--- src/rtl/alu_issue_ctrl_if.sv ---
// Command, Alu-drive and response bundle between the issue controller and its neighbours.
`timescale 1ns/1ps
interface alu_issue_ctrl_if;
  logic        cmd_valid;
  logic        cmd_ready;
  logic [15:0] cmd_a;
  logic [15:0] cmd_b;
  logic        cmd_mode;
  logic [1:0]  cmd_op;

  logic [15:0] alu_a;
  logic [15:0] alu_b;
  logic        alu_mode;
  logic [1:0]  alu_op;
  logic [31:0] alu_res;
  logic        alu_err;

  logic        rsp_valid;
  logic        rsp_ready;
  logic [31:0] rsp_res;
  logic        rsp_err;

  // Environment side: issues commands, models the Alu, consumes responses.
  modport master (
    output cmd_valid, cmd_a, cmd_b, cmd_mode, cmd_op,
    input  cmd_ready,
    input  alu_a, alu_b, alu_mode, alu_op,
    output alu_res, alu_err,
    input  rsp_valid, rsp_res, rsp_err,
    output rsp_ready
  );

  // Controller side.
  modport slave (
    input  cmd_valid, cmd_a, cmd_b, cmd_mode, cmd_op,
    output cmd_ready,
    output alu_a, alu_b, alu_mode, alu_op,
    input  alu_res, alu_err,
    output rsp_valid, rsp_res, rsp_err,
    input  rsp_ready
  );
endinterface

--- src/rtl/alu_issue_ctrl.sv ---
// Issue controller in front of the 16-bit Alu: command FIFO, fixed-latency
// wait, held response with valid/ready, saturating op/error counters.
`timescale 1ns/1ps
module alu_issue_ctrl #(
  parameter int unsigned DEPTH = 4,
  parameter int unsigned LAT   = 2,
  parameter int unsigned CNT_W = 16
) (
  input  logic             clk,
  input  logic             rst,
  alu_issue_ctrl_if.slave  bus,
  output logic             busy,
  output logic [CNT_W-1:0] stat_ops,
  output logic [CNT_W-1:0] stat_errs
);

  localparam int unsigned PTR_W  = $clog2(DEPTH);
  localparam int unsigned CNT_FW = $clog2(DEPTH + 1);
  localparam int unsigned WAIT_W = 4;

  typedef struct packed {
    logic [15:0] a;
    logic [15:0] b;
    logic        mode;
    logic [1:0]  op;
  } cmd_t;

  typedef enum logic [1:0] {
    S_IDLE = 2'd0,
    S_WAIT = 2'd1,
    S_RESP = 2'd2
  } state_t;

  cmd_t              mem [DEPTH];
  cmd_t              incoming;
  cmd_t              head;
  logic [PTR_W-1:0]  wr_ptr;
  logic [PTR_W-1:0]  rd_ptr;
  logic [CNT_FW-1:0] count;
  logic [CNT_FW-1:0] count_next;
  logic              full;
  logic              push;
  logic              pop;

  state_t            state;
  state_t            state_next;
  logic [WAIT_W-1:0] wait_cnt;
  logic [WAIT_W-1:0] wait_next;
  cmd_t              alu_q;
  cmd_t              alu_next;
  logic              rsp_valid_q;
  logic              rsp_valid_next;
  logic [31:0]       rsp_res_q;
  logic [31:0]       rsp_res_next;
  logic              rsp_err_q;
  logic              rsp_err_next;
  logic [CNT_W-1:0]  ops_next;
  logic [CNT_W-1:0]  errs_next;
  logic              busy_next;

  assign incoming      = {bus.cmd_a, bus.cmd_b, bus.cmd_mode, bus.cmd_op};
  assign head          = mem[rd_ptr];
  assign full          = (count == CNT_FW'(DEPTH));
  assign bus.cmd_ready = !full;
  assign push          = bus.cmd_valid && !full;

  assign bus.alu_a     = alu_q.a;
  assign bus.alu_b     = alu_q.b;
  assign bus.alu_mode  = alu_q.mode;
  assign bus.alu_op    = alu_q.op;
  assign bus.rsp_valid = rsp_valid_q;
  assign bus.rsp_res   = rsp_res_q;
  assign bus.rsp_err   = rsp_err_q;

  // FIFO payload storage; contents are don't-care while the slot is empty.
  always_ff @(posedge clk) begin
    if (push) begin
      mem[wr_ptr] <= incoming;
    end
  end

  // Occupancy after this edge; simultaneous push and pop cancel out.
  always_comb begin
    count_next = count;
    case ({push, pop})
      2'b10:   count_next = count + CNT_FW'(1);
      2'b01:   count_next = count - CNT_FW'(1);
      default: count_next = count;
    endcase
  end

  // FIFO pointers and occupancy; pointers wrap naturally at DEPTH.
  always_ff @(posedge clk or posedge rst) begin
    if (rst) begin
      wr_ptr <= '0;
      rd_ptr <= '0;
      count  <= '0;
    end else begin
      if (push) wr_ptr <= wr_ptr + PTR_W'(1);
      if (pop)  rd_ptr <= rd_ptr + PTR_W'(1);
      count <= count_next;
    end
  end

  // Sequencing: pop/issue, count down the Alu latency, capture, hand off.
  always_comb begin
    state_next     = state;
    pop            = 1'b0;
    wait_next      = wait_cnt;
    alu_next       = alu_q;
    rsp_valid_next = rsp_valid_q;
    rsp_res_next   = rsp_res_q;
    rsp_err_next   = rsp_err_q;
    ops_next       = stat_ops;
    errs_next      = stat_errs;

    case (state)
      S_IDLE: begin
        if (count != '0) begin
          pop        = 1'b1;
          alu_next   = head;
          wait_next  = WAIT_W'(LAT - 1);
          state_next = S_WAIT;
        end
      end

      S_WAIT: begin
        if (wait_cnt == '0) begin
          rsp_res_next   = bus.alu_res;
          rsp_err_next   = bus.alu_err;
          rsp_valid_next = 1'b1;
          state_next     = S_RESP;
        end else begin
          wait_next = wait_cnt - WAIT_W'(1);
        end
      end

      S_RESP: begin
        if (bus.rsp_ready) begin
          rsp_valid_next = 1'b0;
          if (stat_ops != '1) begin
            ops_next = stat_ops + CNT_W'(1);
          end
          if (rsp_err_q && (stat_errs != '1)) begin
            errs_next = stat_errs + CNT_W'(1);
          end
          if (count != '0) begin
            pop        = 1'b1;
            alu_next   = head;
            wait_next  = WAIT_W'(LAT - 1);
            state_next = S_WAIT;
          end else begin
            state_next = S_IDLE;
          end
        end
      end

      default: begin
        state_next = S_IDLE;
      end
    endcase

    busy_next = (state_next != S_IDLE) || (count_next != '0);
  end

  // Controller state, Alu drive, response and statistics registers.
  always_ff @(posedge clk or posedge rst) begin
    if (rst) begin
      state       <= S_IDLE;
      wait_cnt    <= '0;
      alu_q       <= '0;
      rsp_valid_q <= 1'b0;
      rsp_res_q   <= '0;
      rsp_err_q   <= 1'b0;
      stat_ops    <= '0;
      stat_errs   <= '0;
      busy        <= 1'b0;
    end else begin
      state       <= state_next;
      wait_cnt    <= wait_next;
      alu_q       <= alu_next;
      rsp_valid_q <= rsp_valid_next;
      rsp_res_q   <= rsp_res_next;
      rsp_err_q   <= rsp_err_next;
      stat_ops    <= ops_next;
      stat_errs   <= errs_next;
      busy        <= busy_next;
    end
  end

endmodule

--- src/flat_wrapper.sv ---
// flat-port wrapper written by rule: the top's interface ports become plain ports
module alu_issue_ctrl_flat 
#(
  parameter int unsigned DEPTH = 4,
  parameter int unsigned LAT   = 2,
  parameter int unsigned CNT_W = 16
)
  (clk, rst, busy, stat_ops, stat_errs, bus_cmd_valid, bus_cmd_a, bus_cmd_b, bus_cmd_mode, bus_cmd_op, bus_cmd_ready, bus_alu_a, bus_alu_b, bus_alu_mode, bus_alu_op, bus_alu_res, bus_alu_err, bus_rsp_valid, bus_rsp_res, bus_rsp_err, bus_rsp_ready);
  alu_issue_ctrl_if bus_i ();
  input  logic clk;
  input  logic rst;
  output logic busy;
  output logic [CNT_W-1:0] stat_ops;
  output logic [CNT_W-1:0] stat_errs;
  input wire logic [$bits(bus_i.cmd_valid)-1:0] bus_cmd_valid;
  input wire logic [$bits(bus_i.cmd_a)-1:0] bus_cmd_a;
  input wire logic [$bits(bus_i.cmd_b)-1:0] bus_cmd_b;
  input wire logic [$bits(bus_i.cmd_mode)-1:0] bus_cmd_mode;
  input wire logic [$bits(bus_i.cmd_op)-1:0] bus_cmd_op;
  output wire logic [$bits(bus_i.cmd_ready)-1:0] bus_cmd_ready;
  output wire logic [$bits(bus_i.alu_a)-1:0] bus_alu_a;
  output wire logic [$bits(bus_i.alu_b)-1:0] bus_alu_b;
  output wire logic [$bits(bus_i.alu_mode)-1:0] bus_alu_mode;
  output wire logic [$bits(bus_i.alu_op)-1:0] bus_alu_op;
  input wire logic [$bits(bus_i.alu_res)-1:0] bus_alu_res;
  input wire logic [$bits(bus_i.alu_err)-1:0] bus_alu_err;
  output wire logic [$bits(bus_i.rsp_valid)-1:0] bus_rsp_valid;
  output wire logic [$bits(bus_i.rsp_res)-1:0] bus_rsp_res;
  output wire logic [$bits(bus_i.rsp_err)-1:0] bus_rsp_err;
  input wire logic [$bits(bus_i.rsp_ready)-1:0] bus_rsp_ready;
  assign bus_i.cmd_valid = bus_cmd_valid;
  assign bus_i.cmd_a = bus_cmd_a;
  assign bus_i.cmd_b = bus_cmd_b;
  assign bus_i.cmd_mode = bus_cmd_mode;
  assign bus_i.cmd_op = bus_cmd_op;
  assign bus_cmd_ready = bus_i.cmd_ready;
  assign bus_alu_a = bus_i.alu_a;
  assign bus_alu_b = bus_i.alu_b;
  assign bus_alu_mode = bus_i.alu_mode;
  assign bus_alu_op = bus_i.alu_op;
  assign bus_i.alu_res = bus_alu_res;
  assign bus_i.alu_err = bus_alu_err;
  assign bus_rsp_valid = bus_i.rsp_valid;
  assign bus_rsp_res = bus_i.rsp_res;
  assign bus_rsp_err = bus_i.rsp_err;
  assign bus_i.rsp_ready = bus_rsp_ready;
  alu_issue_ctrl #(.DEPTH(DEPTH), .LAT(LAT), .CNT_W(CNT_W)) u_core (.clk(clk), .rst(rst), .bus(bus_i), .busy(busy), .stat_ops(stat_ops), .stat_errs(stat_errs));
endmodule
--- config.mk ---
export PLATFORM = sky130hd
export DESIGN_NAME = alu_issue_ctrl_flat
export DESIGN_NICKNAME = d
export VERILOG_FILES = /design/src/rtl/alu_issue_ctrl_if.sv /design/src/rtl/alu_issue_ctrl.sv /design/src/flat_wrapper.sv
export SDC_FILE = /design/constraint.sdc
export NUM_CORES = 1
export LEC_CHECK = 0
export ABC_AREA = 1
export BUFFER_PORTS_ARGS = -buffer_cell sky130_fd_sc_hd__buf_4
export CORE_MARGIN = 1
export CORE_UTILIZATION = 45
export CTS_CLUSTER_SIZE = 40
export DETAILED_ROUTE_END_ITERATION = 16
export GPL_TIMING_DRIVEN = 0
export PLACE_DENSITY = 0.74
export SETUP_SLACK_MARGIN = 0.3
export SYNTH_ARGS = -nofsm -noshare
export SYNTH_HDL_FRONTEND = slang
export SYNTH_SLANG_ARGS = --single-unit
--- constraint.sdc ---
create_clock -name clk -period 3.24 [get_ports clk]
set_input_delay 0.162 -clock clk [delete_from_list [all_inputs] [get_ports clk]]
set_output_delay 0.162 -clock clk [all_outputs]
set_load 0.05 [all_outputs]
== Word-level counts from Yosys, hierarchy flattened ==
Memory sizes are Yosys's and may differ from the RTL's.
Index checks and enable logic that the tools add are counted.

* Flip-flop bits (word level): 115
* RAM bits: 140
* Output and inout port bits: 103
* Logic and storage cells: 72
* Memories kept: 1

{| class="wikitable"
|+ Memories
! memory !! words !! bits a word !! read ports !! clocked after memory_dff !! wr ports !! line !! text
|-
| u_core.mem || 4 || 35 || 1 || 0 || 1 || alu_issue_ctrl.sv:34 || <nowiki>cmd_t mem [DEPTH];</nowiki>
|}

* $add $sub $neg: 7
* Equal/unequal tests: 10
* Muxes and demuxes: 21
* Reductions and logical operators: 18

{| class="wikitable"
|+ Operators with widths
! kind !! count
|-
| 35-bit 2-to-1 mux || 2
|-
| 35-bit case mux with 2 select lines || 1
|-
| 16-bit by 1-bit adder with 16-bit output, second input constant || 2
|-
| 16-bit inequality test, second input constant || 2
|-
| 4-bit 2-to-1 mux || 3
|-
| 4-bit case mux with 3 select lines || 1
|-
| 3-bit AND reduction || 4
|-
| 3-bit nonzero test || 3
|-
| 1-bit 2-to-1 mux || 7
|-
| 2-bit 2-to-1 mux || 3
|-
| 2-bit case mux with 3 select lines || 1
|-
| 3-bit case mux with 2 select lines || 1
|-
| 2-bit nonzero test || 3
|-
| 2-bit by 1-bit adder with 2-bit output, second input constant || 2
|-
| 2-bit by 1-bit equality test with 1-bit output, second input constant || 2
|-
| 2-bit equality test, second input constant || 2
|-
| 4-bit logical NOT || 1
|-
| 2-bit inequality test, second input constant || 2
|-
| 1-bit case mux with 2 select lines || 2
|-
| 2-bit AND reduction || 2
|-
| 4-bit by 1-bit subtractor with 4-bit output, second input constant || 1
|-
| 3-bit by 1-bit adder with 3-bit output, second input constant || 1
|-
| 3-bit equality test, second input constant || 1
|-
| 3-bit by 1-bit subtractor with 3-bit output, second input constant || 1
|-
| other kinds (5) || 6
|}

== Longest topological paths before layout ==
* Depth after elaboration: 8
* Gate-level depth with buffers: 14
* Mapped depth without buffers: 13

== Least setup slack after synthesis ==
No wires, ideal clock.

* Path kind: reg2reg
* From: reg u_core.count[0]
* To: mem u_core.mem[0][0] (netlist bit), enable pin
* Setup time: 0.427 ns
* Arrival: 2.680 ns
* Data required time: 2.813 ns
* Slack: 0.133 ns
* Stages on the path, launching flop included: 5
* Buffers on the path: 0
* Period minus slack after synthesis: 3.107 ns
* Cells stage by stage: dfrtp_1 > inv_1 > nand3_1 > nand2_1 > nor2_1

* Word-level cells in the longest chain between the ends: 5

{| class="wikitable"
|+ RTL lines
! what !! line !! text
|-
| start, declared || alu_issue_ctrl.sv:39 || <nowiki>logic [CNT_FW-1:0] count;</nowiki>
|-
| start signal, assigned || alu_issue_ctrl.sv:101 || <nowiki>count <= count_next;</nowiki>
|-
| 3-bit equality test || alu_issue_ctrl.sv:63 || <nowiki>assign full = (count == CNT_FW'(DEPTH));</nowiki>
|-
| 1-bit logical NOT || -- ||
|-
| named net bus_cmd_ready || flat_wrapper.sv:20 || <nowiki>output wire logic [$bits(bus_i.cmd_ready)-1:0] bus_cmd_ready;</nowiki>
|-
| 1-bit logical AND || alu_issue_ctrl.sv:65 || <nowiki>assign push = bus.cmd_valid && !full;</nowiki>
|-
| 1-bit 2-to-1 mux || alu_issue_ctrl.sv:77 || <nowiki>if (push) begin</nowiki>
|-
| 1-bit 2-to-1 mux (implied by the code) || alu_issue_ctrl.sv:78 || <nowiki>mem[wr_ptr] <= incoming;</nowiki>
|-
| end, declared || alu_issue_ctrl.sv:34 ||
|}

The timed path passes the listed nets, and every way through them passes these cells.

== Final worst setup path ==
* From: reg u_core.state[1]
* To: reg u_core.busy

* Word-level cells in the longest chain between the ends: 6
* Elaborated cells on any way between the ends: 14
* Classes of those cells: 4 x eq/ne; 6 x mux; 4 x reduce/logical

{| class="wikitable"
|+ RTL lines
! what !! line !! text
|-
| start, declared || alu_issue_ctrl.sv:45 || <nowiki>state_t state;</nowiki>
|-
| start signal, assigned || alu_issue_ctrl.sv:179 || <nowiki>state <= state_next;</nowiki>
|-
| 2-bit equality test / 2-bit logical NOT (equally long branches) || alu_issue_ctrl.sv:117 || <nowiki>case (state)</nowiki>
|-
| 1-bit case mux with 2 select lines (*) || alu_issue_ctrl.sv:117 ||
|-
| named net u_core.pop || alu_issue_ctrl.sv:43 || <nowiki>logic pop;</nowiki>
|-
| 2-bit by 1-bit equality test with 1-bit output / 2-bit equality test (equally long branches) || alu_issue_ctrl.sv:85 || <nowiki>case ({push, pop})</nowiki>
|-
| 3-bit case mux with 2 select lines (*) || alu_issue_ctrl.sv:85 ||
|-
| named net u_core.count_next[2] || alu_issue_ctrl.sv:40 || <nowiki>logic [CNT_FW-1:0] count_next;</nowiki>
|-
| 3-bit nonzero test (*) || alu_issue_ctrl.sv:163 || <nowiki>busy_next = (state_next != S_IDLE) || (count_next != '0);</nowiki>
|-
| 1-bit logical OR (*) || alu_issue_ctrl.sv:163 ||
|-
| named net u_core.busy_next || alu_issue_ctrl.sv:59 || <nowiki>logic busy_next;</nowiki>
|-
| end signal, assigned || alu_issue_ctrl.sv:187 || <nowiki>busy <= busy_next;</nowiki>
|-
| end, declared || alu_issue_ctrl.sv:12 || <nowiki>output logic busy,</nowiki>
|}

The timed path passes the listed nets; every way through them passes the cells marked *.
A chain may end at the register's enable or synchronous reset.

==> flow_summary_export.csv <==
group,metric,value,unit
run_status,status,"finished, final reports clean",
die,die_h,155,um
hold_path,min_path_type,"input pin to asynchronous set/reset pin",
clocking,cts_root_buffer,"clkbuf_16",
route,vias_per_cell,4.95,
synth,synthArstFlopShare,45.1,%
synth,synth_edf_count,140,
setup_path,reg2reg_depth,12,
setup_path,crit_end,"u_core.busy$_DFF_PP0_",
job,drv_cap,0,
setup_path,crit_path_max_fanout,10,
finish,area_growth,32.7,%
clocking,worstSkewPairLatency,0.53,ns
sta,skew,0.0192,ns
die,num_io_pins,175,
die,initial_core_util,46.2,%
sta,final_hold_viol_count,0,
finish,drive_gt1_share,22.6,%
clocking,clk_path_buf_depth,3,
route,drt_wl_total,24300,um
route,ant_nets,0,
setup_path,crit_type,"flop to flop",
pwr,power_leakage,5.95,nW
setup_path,reg2reg_from,"u_core.state[1]$_DFF_PP0_",
die,fp.dieW,155,um
place,dpl.hpwl,16000,um
synth,ys.flop_type,"edfxtp_1",
clocking,path_clk_slew,0.06,ns
finish,final_cell_mix,"nand2_1 (263), buf_4 (175), nor2_1 (142)",
setup_path,crit_arrival,3.06,ns
finish,fillCellCount,1826,
die,dieArea,0.0241,sq mm
sta,fmax,377,MHz
clocking,cts.sinks,255,
synth,synth_nets,1056,
synth,yosysWarnings,0,
synth,ys_types,33,
sta,worst_pin_slew,0.559,ns
pwr,ir_worst_vdd,0.000730,V
finish,insertedDiodeCount,0,
setup_path,start_kind,"flop",
die,floorplan.rows,55,
sta,hold_ws,0.216,ns
place,place.gp.congestion,0.869,
sta,setup_viol,0,
route,vias,7853,
grt,antenna_found_initial,0,
place,dp_slack,0.328,ns
sta,slew_headroom,62.7,%
route,drt_iter0_drc,529,
synth,ys_seq_area_share,67.1,%
route,wl_per_cell,15.3,um
place,port_buffers,174,
grt,grt_pass1_wl,38900,um
route,dr.pass1.iters,5,
clocking,cts_buffers,27,
finish,final_area,0.0140,sq mm
setup_path,cp-startpoint,"u_core.state[1]$_DFF_PP0_",
die,core,0.0228,sq mm
setup_path,cp.required,3.65,ns
clocking,cts_tree,"done",
setup_path,rr_endpoint,"u_core.busy$_DFF_PP0_",
grt,grt_max_degree,39,
synth,syn-mean-instance-area,10.8,sq um
pwr,powerDensity,969,mW/mm^2
finish,stdcell_count,1588,
place,place_area,0.0124,sq mm
sta,drv_slew,0,
sta,min_period,2.66,ns
synth,netlist_top_cells_area,"edfxtp_1 (40%), dfrtp_1 (27%), nand2_1 (9.3%)",
route,remaining_drc_errors,0,
finish,fin_nets,1336,
synth,synth_top_area_share,39.8,%
sta,fin_setup_tns,0,ns
clocking,post_cts_buffers,0,
place,placed_cells,1468,
grt,grt_overflow_total,0,
sta,rsz0062_at_grt,"no",
setup_path,rrSetupSlack,0.58,ns
finish,final_common_cell,"nand2_1",
clocking,htreeDepth,1,
grt,grt_pass1_vias,7858,
synth,yosys.area.top_type,"edfxtp_1",
synth,synth_area,0.0106,sq mm
synth,synthCells,974,
sta,fin_crit_sh,82.0,%
synth,synth.ff_latch_count,255,
setup_path,end_kind,"flop",
grt,grt_usage,20.3,%
sta,worst_slack,0.584,ns
critical path: stages (launching register included):
cell and delay [ns]:
dfrtp_1 0.43, a21oi_1 0.22, nand2_1 0.17, inv_2 0.21
clkbuf_2 0.31, ha_1 0.22, inv_1 0.07, fa_1 0.38
a21oi_1 0.16, nand2_1 0.08, xor2_1 0.15, nor2_1 0.10
nand2_1 0.05
stage by stage:
| step | utilization, % | power, mW |
|---|---|---|
| floorplan | - | 8.69 |
| global route | 61.3 | 14.4 |
| global placement | 53.7 | 10.3 |
| detailed placement | 54.4 | 10.6 |
| finish | 61.3 | 13.6 |
| CTS | 61.3 | 13.7 |
metal layers:
metal	part of all wire, %	vias to the layer above	track usage, %
li1	-	3804	-
met1	41	3727	25.0
met2	50	274	35.8
met3	7.0	48	3.59
met4	2.7	0	7.10
met5	0	-	0
cell families after synthesis:
group / share of synthesized area [%]
multiplexers: 3.52
AND/OR/NAND/NOR: 17.2
XOR/XNOR: 1.66
buffers and inverters: 3.28
flip-flops: 67.1
adder cells (fa/ha/maj): 1.26
AO/OA/AOI/OAI: 6.03
layout make-up:
cell class	count	area (sq um)	area share (%)
Multi-Input combinational cell	638	3160	22.6
Tap cell	313	392	2.80
Inverter	43	168	1.20
Clock inverter	19	185	1.32
Timing Repair Buffer	251	2150	15.3
Sequential cell	255	7080	50.5
Buffer	38	184	1.31
Clock buffer	31	691	4.93
worst min-delay path by stage:
stage | slack (ns) | cells after the start | start | to
6_report | 0.22 | 3 | rst | u_core.bus.rsp_res[28]$_DFFE_PP0P_
5_1_grt | 0.22 | 3 | rst | u_core.bus.rsp_res[25]$_DFFE_PP0P_
4_1_cts | 0.20 | 3 | rst | u_core.bus.rsp_res[28]$_DFFE_PP0P_
3_5_place_dp | 0.20 | 2 | rst | u_core.bus.rsp_res[27]$_DFFE_PP0P_
3_3_place_gp | 0.36 | 1 | bus_cmd_a[15] | u_core.mem[1][34]$_DFFE_PP_
2_1_floorplan | 0.26 | 0 | bus_cmd_op[0] | u_core.mem[0][0]$_DFFE_PP_
cell usage after synthesis, types with 6 or more instances:
cell type	n
nand3_1	17
mux2_2	33
clkbuf_1	23
nand2_1	263
nor2_1	146
xor2_1	6
dfrtp_1	115
xnor2_1	14
nand4_1	12
o21ai_1	13
inv_1	39
ha_1	9
o21ai_0	108
edfxtp_1	140
flip-flops by register name, summed over array words and instances (netlist names):
name / cells
u_core.stat_ops: 16
u_core.bus.alu_b: 16
u_core.bus.rsp_res: 32
u_core.bus.alu_op: 2
u_core.bus.alu_mode: 1
u_core.busy: 1
u_core.count: 3
u_core.state: 2
u_core.bus.rsp_err: 1
u_core.bus.rsp_valid: 1
u_core.bus.alu_a: 16
u_core.stat_errs: 16
u_core.mem: 140
u_core.wr_ptr: 2
u_core.rd_ptr: 2
u_core.wait_cnt: 4
timing repair:
item / in CTS / in global routing
endpoints found under the setup margin: 0 / 2
gates resized for setup: 0 / 1
endpoints found under the hold margin: 231 / 0
hold buffers: 70 / 0
power by group:
part,internal [mW],switching [mW],total [mW]
clock,1.77,1.26,3.03
combinational,1.78,3.95,5.73
sequential,4.38,0.430,4.81
total,7.94,5.64,13.6
Power figures use the tool's default switching activity.
